`config.mk`:
```
export PLATFORM = sky130hd
export DESIGN_NAME = entry_alloc_decoder_flat
export DESIGN_NICKNAME = d
export VERILOG_FILES = /design/src/rtl/entry_alloc_decoder_if.sv /design/src/rtl/entry_alloc_decoder.sv /design/src/flat_wrapper.sv
export SDC_FILE = /design/constraint.sdc
export NUM_CORES = 1
export LEC_CHECK = 0
export ABC_AREA = 1
export CAP_MARGIN = 20
export CORE_UTILIZATION = 40
export DETAILED_ROUTE_END_ITERATION = 7
export GPL_ROUTABILITY_DRIVEN = 0
export GPL_TIMING_DRIVEN = 0
export MAX_ROUTING_LAYER = met4
export PLACE_DENSITY = 0.8
export REMOVE_ABC_BUFFERS = 1
export SYNTH_ARGS = -nofsm -noshare
export SYNTH_HDL_FRONTEND = slang
export SYNTH_SLANG_ARGS = --single-unit
```
`constraint.sdc`:
```
create_clock -name clk -period 4.4 [get_ports clk]
set_input_delay 0.66 -clock clk [delete_from_list [all_inputs] [get_ports clk]]
set_output_delay 0.66 -clock clk [all_outputs]
set_load 0.01 [all_outputs]
```
`src/rtl/entry_alloc_decoder_if.sv`:
```
// Request/status bundle between the entry allocator (master) and the
// occupancy decoder (slave).
interface entry_alloc_decoder_if #(
  parameter int ENTSEL = 2,
  parameter int ENTNUM = 4
);
  logic              alloc_valid;
  logic [ENTSEL-1:0] alloc_idx;
  logic              free_valid;
  logic [ENTSEL-1:0] free_idx;
  logic              err_clr;
  logic [ENTNUM-1:0] busy;
  logic [ENTNUM-1:0] alloc_onehot;
  logic              alloc_done;
  logic [ENTSEL:0]   busy_cnt;
  logic              full;
  logic              empty;
  logic              err;
  logic [1:0]        err_code;

  modport master (
    output alloc_valid, alloc_idx, free_valid, free_idx, err_clr,
    input  busy, alloc_onehot, alloc_done, busy_cnt, full, empty, err, err_code
  );

  modport slave (
    input  alloc_valid, alloc_idx, free_valid, free_idx, err_clr,
    output busy, alloc_onehot, alloc_done, busy_cnt, full, empty, err, err_code
  );
endinterface

```
`src/rtl/entry_alloc_decoder.sv`:
```
// Decodes an allocated entry index to one-hot, tracks the busy bitmap and
// count, and flags illegal alloc/free requests with a sticky error.
module entry_alloc_decoder #(
  parameter int ENTSEL = 2,
  parameter int ENTNUM = 4
) (
  input logic                 clk,
  input logic                 rst_n,
  entry_alloc_decoder_if.slave bus
);
  localparam logic [ENTSEL:0] NUM = (ENTSEL+1)'(ENTNUM);

  logic [ENTNUM-1:0] busy_q, onehot_q, busy_mid, busy_next;
  logic [ENTNUM-1:0] alloc_dec, free_dec;
  logic [ENTSEL:0]   cnt_q, cnt_next;
  logic              done_q, full_q, empty_q, err_q;
  logic [1:0]        code_q, err_code_now;
  logic              alloc_ok, free_ok, acc_alloc, acc_free;
  logic              e_range, e_idle, e_busy;

  // Out-of-range indices decode to zero, so they can never hit a busy bit.
  always_comb begin
    alloc_dec = '0;
    free_dec  = '0;
    for (int i = 0; i < ENTNUM; i++) begin
      alloc_dec[i] = (bus.alloc_idx == ENTSEL'(i));
      free_dec[i]  = (bus.free_idx == ENTSEL'(i));
    end
  end

  always_comb begin
    alloc_ok  = ({1'b0, bus.alloc_idx} < NUM);
    free_ok   = ({1'b0, bus.free_idx} < NUM);
    acc_free  = bus.free_valid && free_ok && |(free_dec & busy_q);
    busy_mid  = acc_free ? (busy_q & ~free_dec) : busy_q;
    acc_alloc = bus.alloc_valid && alloc_ok && |(alloc_dec & ~busy_mid);
    busy_next = acc_alloc ? (busy_mid | alloc_dec) : busy_mid;
    cnt_next  = cnt_q + {{ENTSEL{1'b0}}, acc_alloc} - {{ENTSEL{1'b0}}, acc_free};

    e_range = (bus.alloc_valid && !alloc_ok) || (bus.free_valid && !free_ok);
    e_idle  = bus.free_valid && free_ok && !acc_free;
    e_busy  = bus.alloc_valid && alloc_ok && !acc_alloc;
    if (e_range)      err_code_now = 2'b11;
    else if (e_idle)  err_code_now = 2'b10;
    else if (e_busy)  err_code_now = 2'b01;
    else              err_code_now = 2'b00;
  end

  always_ff @(posedge clk or negedge rst_n) begin
    if (!rst_n) begin
      busy_q   <= '0;
      onehot_q <= '0;
      done_q   <= 1'b0;
      cnt_q    <= '0;
      full_q   <= 1'b0;
      empty_q  <= 1'b1;
      err_q    <= 1'b0;
      code_q   <= 2'b00;
    end else begin
      busy_q  <= busy_next;
      done_q  <= acc_alloc;
      cnt_q   <= cnt_next;
      full_q  <= (cnt_next == NUM);
      empty_q <= (cnt_next == '0);
      if (acc_alloc) onehot_q <= alloc_dec;
      // A new error beats a simultaneous clear; otherwise the first cause sticks.
      if (err_code_now != 2'b00) begin
        err_q <= 1'b1;
        if (!err_q || bus.err_clr) code_q <= err_code_now;
      end else if (bus.err_clr) begin
        err_q  <= 1'b0;
        code_q <= 2'b00;
      end
    end
  end

  assign bus.busy         = busy_q;
  assign bus.alloc_onehot = onehot_q;
  assign bus.alloc_done   = done_q;
  assign bus.busy_cnt     = cnt_q;
  assign bus.full         = full_q;
  assign bus.empty        = empty_q;
  assign bus.err          = err_q;
  assign bus.err_code     = code_q;
endmodule

```
`src/flat_wrapper.sv`:
```
// flat-port wrapper written by rule: the top's interface ports become plain ports
module entry_alloc_decoder_flat 
#(
  parameter int ENTSEL = 2,
  parameter int ENTNUM = 4
)
  (clk, rst_n, bus_alloc_valid, bus_alloc_idx, bus_free_valid, bus_free_idx, bus_err_clr, bus_busy, bus_alloc_onehot, bus_alloc_done, bus_busy_cnt, bus_full, bus_empty, bus_err, bus_err_code);
  entry_alloc_decoder_if #(.ENTSEL(ENTSEL), .ENTNUM(ENTNUM)) bus_i ();
  input logic clk;
  input logic rst_n;
  input wire logic [$bits(bus_i.alloc_valid)-1:0] bus_alloc_valid;
  input wire logic [$bits(bus_i.alloc_idx)-1:0] bus_alloc_idx;
  input wire logic [$bits(bus_i.free_valid)-1:0] bus_free_valid;
  input wire logic [$bits(bus_i.free_idx)-1:0] bus_free_idx;
  input wire logic [$bits(bus_i.err_clr)-1:0] bus_err_clr;
  output wire logic [$bits(bus_i.busy)-1:0] bus_busy;
  output wire logic [$bits(bus_i.alloc_onehot)-1:0] bus_alloc_onehot;
  output wire logic [$bits(bus_i.alloc_done)-1:0] bus_alloc_done;
  output wire logic [$bits(bus_i.busy_cnt)-1:0] bus_busy_cnt;
  output wire logic [$bits(bus_i.full)-1:0] bus_full;
  output wire logic [$bits(bus_i.empty)-1:0] bus_empty;
  output wire logic [$bits(bus_i.err)-1:0] bus_err;
  output wire logic [$bits(bus_i.err_code)-1:0] bus_err_code;
  assign bus_i.alloc_valid = bus_alloc_valid;
  assign bus_i.alloc_idx = bus_alloc_idx;
  assign bus_i.free_valid = bus_free_valid;
  assign bus_i.free_idx = bus_free_idx;
  assign bus_i.err_clr = bus_err_clr;
  assign bus_busy = bus_i.busy;
  assign bus_alloc_onehot = bus_i.alloc_onehot;
  assign bus_alloc_done = bus_i.alloc_done;
  assign bus_busy_cnt = bus_i.busy_cnt;
  assign bus_full = bus_i.full;
  assign bus_empty = bus_i.empty;
  assign bus_err = bus_i.err;
  assign bus_err_code = bus_i.err_code;
  entry_alloc_decoder #(.ENTSEL(ENTSEL), .ENTNUM(ENTNUM)) u_core (.clk(clk), .rst_n(rst_n), .bus(bus_i));
endmodule
```
**Word level (Yosys, flattened, before mapping)**

Index checks and enable logic that the tools add are counted.

- Register bits after elaboration: 17
- Latch bits: 0
- Bits in writable memories: 0
- Memory bits (read-only): 0
- Input bits: 9
- Output and inout bits: 17
- Logic and storage cells: 49
- Memories: 0

- Add/sub/neg operators: 2
- Multipliers: 0
- Div/mod/pow operators: 0
- Order comparisons: 0
- Eq/ne operators: 8
- Shifts and indexed selects: 0
- Mux-type cells: 9
- Bitwise operators: 6
- Reductions and logical operators: 16

Operators with widths:

| operator | count |
|---|---|
| $and A4 B4 Y4 | 3 |
| $eq A2 B2 Y1 const B | 4 |
| $mux W2 | 4 |
| $mux W4 | 2 |
| $not A4 Y4 | 2 |
| $reduce_or A4 Y1 | 2 |
| $eq A2 B1 Y1 const B | 2 |
| $logic_and A1 B1 Y1 | 4 |
| $logic_not A2 Y1 | 2 |
| $or A4 B4 Y4 | 1 |
| $reduce_bool A2 Y1 | 2 |
| $add A3 B1 Y3 | 1 |
| $eq A3 B3 Y1 const B | 1 |
| $logic_not A1 Y1 | 3 |
| $logic_not A3 Y1 | 1 |
| $mux W1 | 3 |
| $sub A3 B1 Y3 | 1 |
| $ne A2 B2 Y1 const B | 1 |
| $reduce_and A2 Y1 | 1 |
| $logic_or A1 B1 Y1 | 1 |

**Longest topological paths before layout**

- Word-level depth: 16
- Depth in mapped cells: 17
- Depth with buffers taken out: 17

**Least setup slack after synthesis**

No wires, ideal clock.

- Path kind: input -> register
- From: in bus_free_idx[0]
- To: reg u_core.full_q, in the netlist u_core.bus.full
- Library setup time: 0.088 ns
- Arrival: 2.600 ns
- Data required time: 4.312 ns
- Slack: 1.711 ns
- Stages on the path: 17
- Buffers on the path: 0
- Path through: nor2_1 > nand2_1 > nand2_2 > inv_2 > nand2_4 > nand3_1 > nand3_1 > nand2_1 > inv_2 > nand2_2 > nand2_4 > inv_4 > ha_1 > fa_1 > xnor2_1 > xor2_1 > nor3b_1

- Longest elaborated chain between the ends: 12
- Elaborated cells on any way between the ends: 17
- Those cells by class: add/sub: 2; eq/ne: 4; mux: 1; bitwise: 5; reduce/logical: 5

Ends and longest elaborated chain:

| what | line | text |
|---|---|---|
| start, declared | flat_wrapper.sv:14 | `input wire logic [$bits(bus_i.free_idx)-1:0] bus_free_idx;` |
| $eq A2 B1 Y1 (tied with other cells) | entry_alloc_decoder.sv:27 | `free_dec[i] = (bus.free_idx == ENTSEL'(i));` |
| $and A4 B4 Y4 | entry_alloc_decoder.sv:34 | `acc_free = bus.free_valid && free_ok && \|(free_dec & busy_q);` |
| $reduce_or A4 Y1 | entry_alloc_decoder.sv:34 |  |
| $logic_and A1 B1 Y1 | entry_alloc_decoder.sv:34 |  |
| $mux W4 * | entry_alloc_decoder.sv:35 | `busy_mid = acc_free ? (busy_q & ~free_dec) : busy_q;` |
| $not A4 Y4 * | entry_alloc_decoder.sv:36 | `acc_alloc = bus.alloc_valid && alloc_ok && \|(alloc_dec & ~busy_mid);` |
| $and A4 B4 Y4 * | entry_alloc_decoder.sv:36 |  |
| $reduce_or A4 Y1 * | entry_alloc_decoder.sv:36 |  |
| $logic_and A1 B1 Y1 * | entry_alloc_decoder.sv:36 |  |
| named net u_core.acc_alloc | entry_alloc_decoder.sv:18 | `logic alloc_ok, free_ok, acc_alloc, acc_free;` |
| $add A3 B1 Y3 * | entry_alloc_decoder.sv:38 | `cnt_next = cnt_q + {{ENTSEL{1'b0}}, acc_alloc} - {{ENTSEL{1'b0}}, acc_free};` |
| $sub A3 B1 Y3 * | entry_alloc_decoder.sv:38 |  |
| named net u_core.cnt_next[2] | entry_alloc_decoder.sv:15 | `logic [ENTSEL:0] cnt_q, cnt_next;` |
| $eq A3 B3 Y1 * | entry_alloc_decoder.sv:63 | `full_q <= (cnt_next == NUM);` |
| end signal, assigned | entry_alloc_decoder.sv:63 |  |
| end, declared | entry_alloc_decoder.sv:16 | `logic done_q, full_q, empty_q, err_q;` |

The timed path passes the listed nets; every way through them passes the cells marked *.
A chain may end at the register's enable or synchronous reset.

**Worst setup path after layout**

Same ends and word-level chain as after synthesis.

==> run summary <==
Commonest register cell after synthesis - dfrtp_1
Hold Buf Count CTS - 0
Final antenna-violating net count - 0
Arrival time worst endpoint - 3430 ps
Dpl ws - 860 ps
Gate Count Post-Synth - 102
Clk slew on worst S/H paths - 90 ps
Initial core utilization - 0.442
Crit. End Element - flop
Critical path launch point type - input port
Slew Limit Headroom - 0.510
Core area - 0.00202 sq mm
Overall die height - 49.3 um
Setup-failing EPs final - 0
# DRC - 0
Cts bufs inserted - 3
Total Power - 697 uW
Filler cell count - 181
Critical path class - input port to flop
Port Buf Inserts - 25
Initial antenna violation count - 0
Clk_lat worst skew - 280 ps
Vias in the first global route - 673
Setup ws final - 1160 ps
RSZ-0062 raised after global routing - false
Row count - 16
HPWL Detailed - 1300 um
Clock skew - 3.06 ps
Post-CTS setup buffer count - 0
Origin of the worst setup path - bus_free_idx[0]
Synthesized area - 895 sq um
Top-count cell post-synth - nand2_1
DR vias/cell - 4.48
Crit Reg-Reg Startpoint - u_core.bus.busy[2]
H-tree levels - 1
Synth unique cells - 23
DR iter-0 viols - 10
Worst path required time - 4590 ps
N_diodes - 0
Area growth from synthesis to layout - 34.7%
DP Cell Count - 154
Lkg Pwr - 0.613 nW
Post-synth EDFFs - 0
Fraction of layout instances using a drive strength above 1 - 0.160
First-pass DRT Iterations - 4
Seq/Total Area, Yosys - 0.477
Yosys top cell by area - dfrtp_1
Most frequent cells after synthesis - nand2_1 (23), inv_1 (17), dfrtp_1 (16), nand3_1 (8), nor2_1 (7)
Synth Area per Inst - 8.77 sq um
Final net count - 144
Ranking of synthesized cells by area - dfrtp_1 (45%), nand2_1 (9.7%), inv_1 (7.1%), nand3_1 (4.5%), nand2_2 (3.5%)
Share of Yosys cell area claimed by the top area cell type - 0.448
Worst slew pin tran - 733 ps
Final Hold Viols - 0
Clk root buf - clkbuf_4
Tightest Hold Check Type - flop to flop
Clk buf depth - 2
HP Start - u_core.bus.err_code[1]
Vias after detailed routing - 708
Crit path time final - 3240 ps
Boundary Pins - 26
Status - finished, final reports clean
Final Slew Violations - 0
Synthesis warning total - 0
Pin count of the biggest net entering global routing - 18
Die width - 49.3 um
TritonCTS Sinks - 17
DR WL/cell - 10.3 um
Hold path cells - 2
Ys async rst share - 1.00
Fin crit share - 0.735
Final WL - 1620 um
Reg2reg path depth - 15
Critical path fanouts, max - 9
CTS tree - done
Power per cell area - 578 mW/mm^2
Max rail drop VDD - 278 uV
#FFs+latches synth - 17
Setup TNS - 0 ps
First-pass GRT wire length - 2750 um
GRT Util Overall - 0.152
Max-Cap Viols - 0
Die ar. - 0.00243 sq mm
Post_cts resized - 0
Grt ovf - 0
Fmax - 0.309 GHz
Fin cells - 158
## path summary, 6_finish.rpt
kind | slack (ps) | end
hold reg to reg | 480 | u_core.bus.err_code[1]
hold / removal | 480 | u_core.bus.err_code[1]
min in group asynchronous | 810 | u_core.bus.alloc_onehot[2]
setup reg to reg | 1750 | u_core.bus.full
setup / recovery | 1160 | u_core.bus.full
max in group asynchronous | 3130 | u_core.bus.err_code[1]
## routing by layer
| metal | GRT usage | part of all wire |
|---|---|---|
| met1 | 0.185 | 0.47 |
| met4 | 0.0882 | 0.017 |
| met2 | 0.247 | 0.48 |
| met3 | 0.0125 | 0.037 |
| met5 | - | 0 |
## layout by cell type, fill, tap and decap left out
| cell type | count |
|---|---|
| nor2_1 | 7 |
| dfstp_2 | 1 |
| nand3_1 | 8 |
| clkdlybuf4s50_1 | 25 |
| clkbuf_4 | 3 |
| nor3_1 | 1 |
| a21boi_0 | 1 |
| inv_1 | 17 |
| ha_1 | 2 |
| a21oi_2 | 1 |
| nand2_4 | 2 |
| nand2_2 | 5 |
| xor2_1 | 1 |
| o211ai_1 | 2 |
| nand3_2 | 3 |
| nor3b_1 | 1 |
| nand3b_4 | 1 |
| dfrtp_1 | 16 |
| inv_4 | 1 |
| o21ai_0 | 3 |
| nand2_1 | 23 |
| xnor2_1 | 1 |
| inv_2 | 3 |
| fa_1 | 1 |
| clkbuf_1 | 1 |
| o21ai_2 | 1 |
## stage by stage
| step | hold slack (ps) | cell area [sq um] | util |
|---|---|---|---|
| 3_3_place_gp | 461 | 1180 | 0.583 |
| 6_report | 481 | 1200 | 0.596 |
| 4_1_cts | 486 | 1200 | 0.596 |
| 5_1_grt | 516 | 1200 | 0.596 |
| 2_1_floorplan | 364 | 895 | - |
| 3_5_place_dp | 462 | 1180 | 0.583 |
## power by group
| group | leakage [nW] | internal, mW | switching, mW |
|---|---|---|---|
| combinational | 0.390 | 0.185 | 0.178 |
| sequential | 0.208 | 0.219 | 0.0359 |
| clock | 0.0150 | 0.0351 | 0.0445 |
| total | 0.613 | 0.439 | 0.258 |
## critical path, stage by stage
cell             delay, ps
clkdlybuf4s50_1        550
inv_1                   90
nand3_1                 90
nand2_2                 80
o21ai_2                200
nand2_1                 90
nand3_1                 80
nand2_1                 60
inv_2                   60
nand2_2                 60
nand2_4                110
inv_4                   60
ha_1                   200
fa_1                   380
xnor2_1                170
xor2_1                 270
nor3b_1                220
## state kept, by name, indices dropped and copies added (netlist names)
| name | flops |
|---|---|
| u_core.bus.alloc_onehot | 4 |
| u_core.bus.busy_cnt | 3 |
| u_core.bus.err | 1 |
| u_core.bus.err_code | 2 |
| u_core.bus.empty | 1 |
| u_core.bus.alloc_done | 1 |
| u_core.bus.busy | 4 |
| u_core.bus.full | 1 |
## cell type report
type                    instances  area [sq um]  share of cell area
multi-input cells              64           387               0.321
flip-flops and latches         17           427               0.354
well taps                      27          33.8              0.0280
inverters                      21          81.3              0.0675
clock buffers                   4          26.3              0.0218
repair buffers                 25           250               0.208
## cells by family after synthesis
family          count (synthesis)  synth area share
simple gates                   51             0.301
buf+inv                        21            0.0909
flops                          17             0.477
compound gates                  8            0.0615
fa+ha+maj                       3            0.0503
xor+xnor                        2            0.0196
No activity file was read; power rests on OpenSTA's default activity.
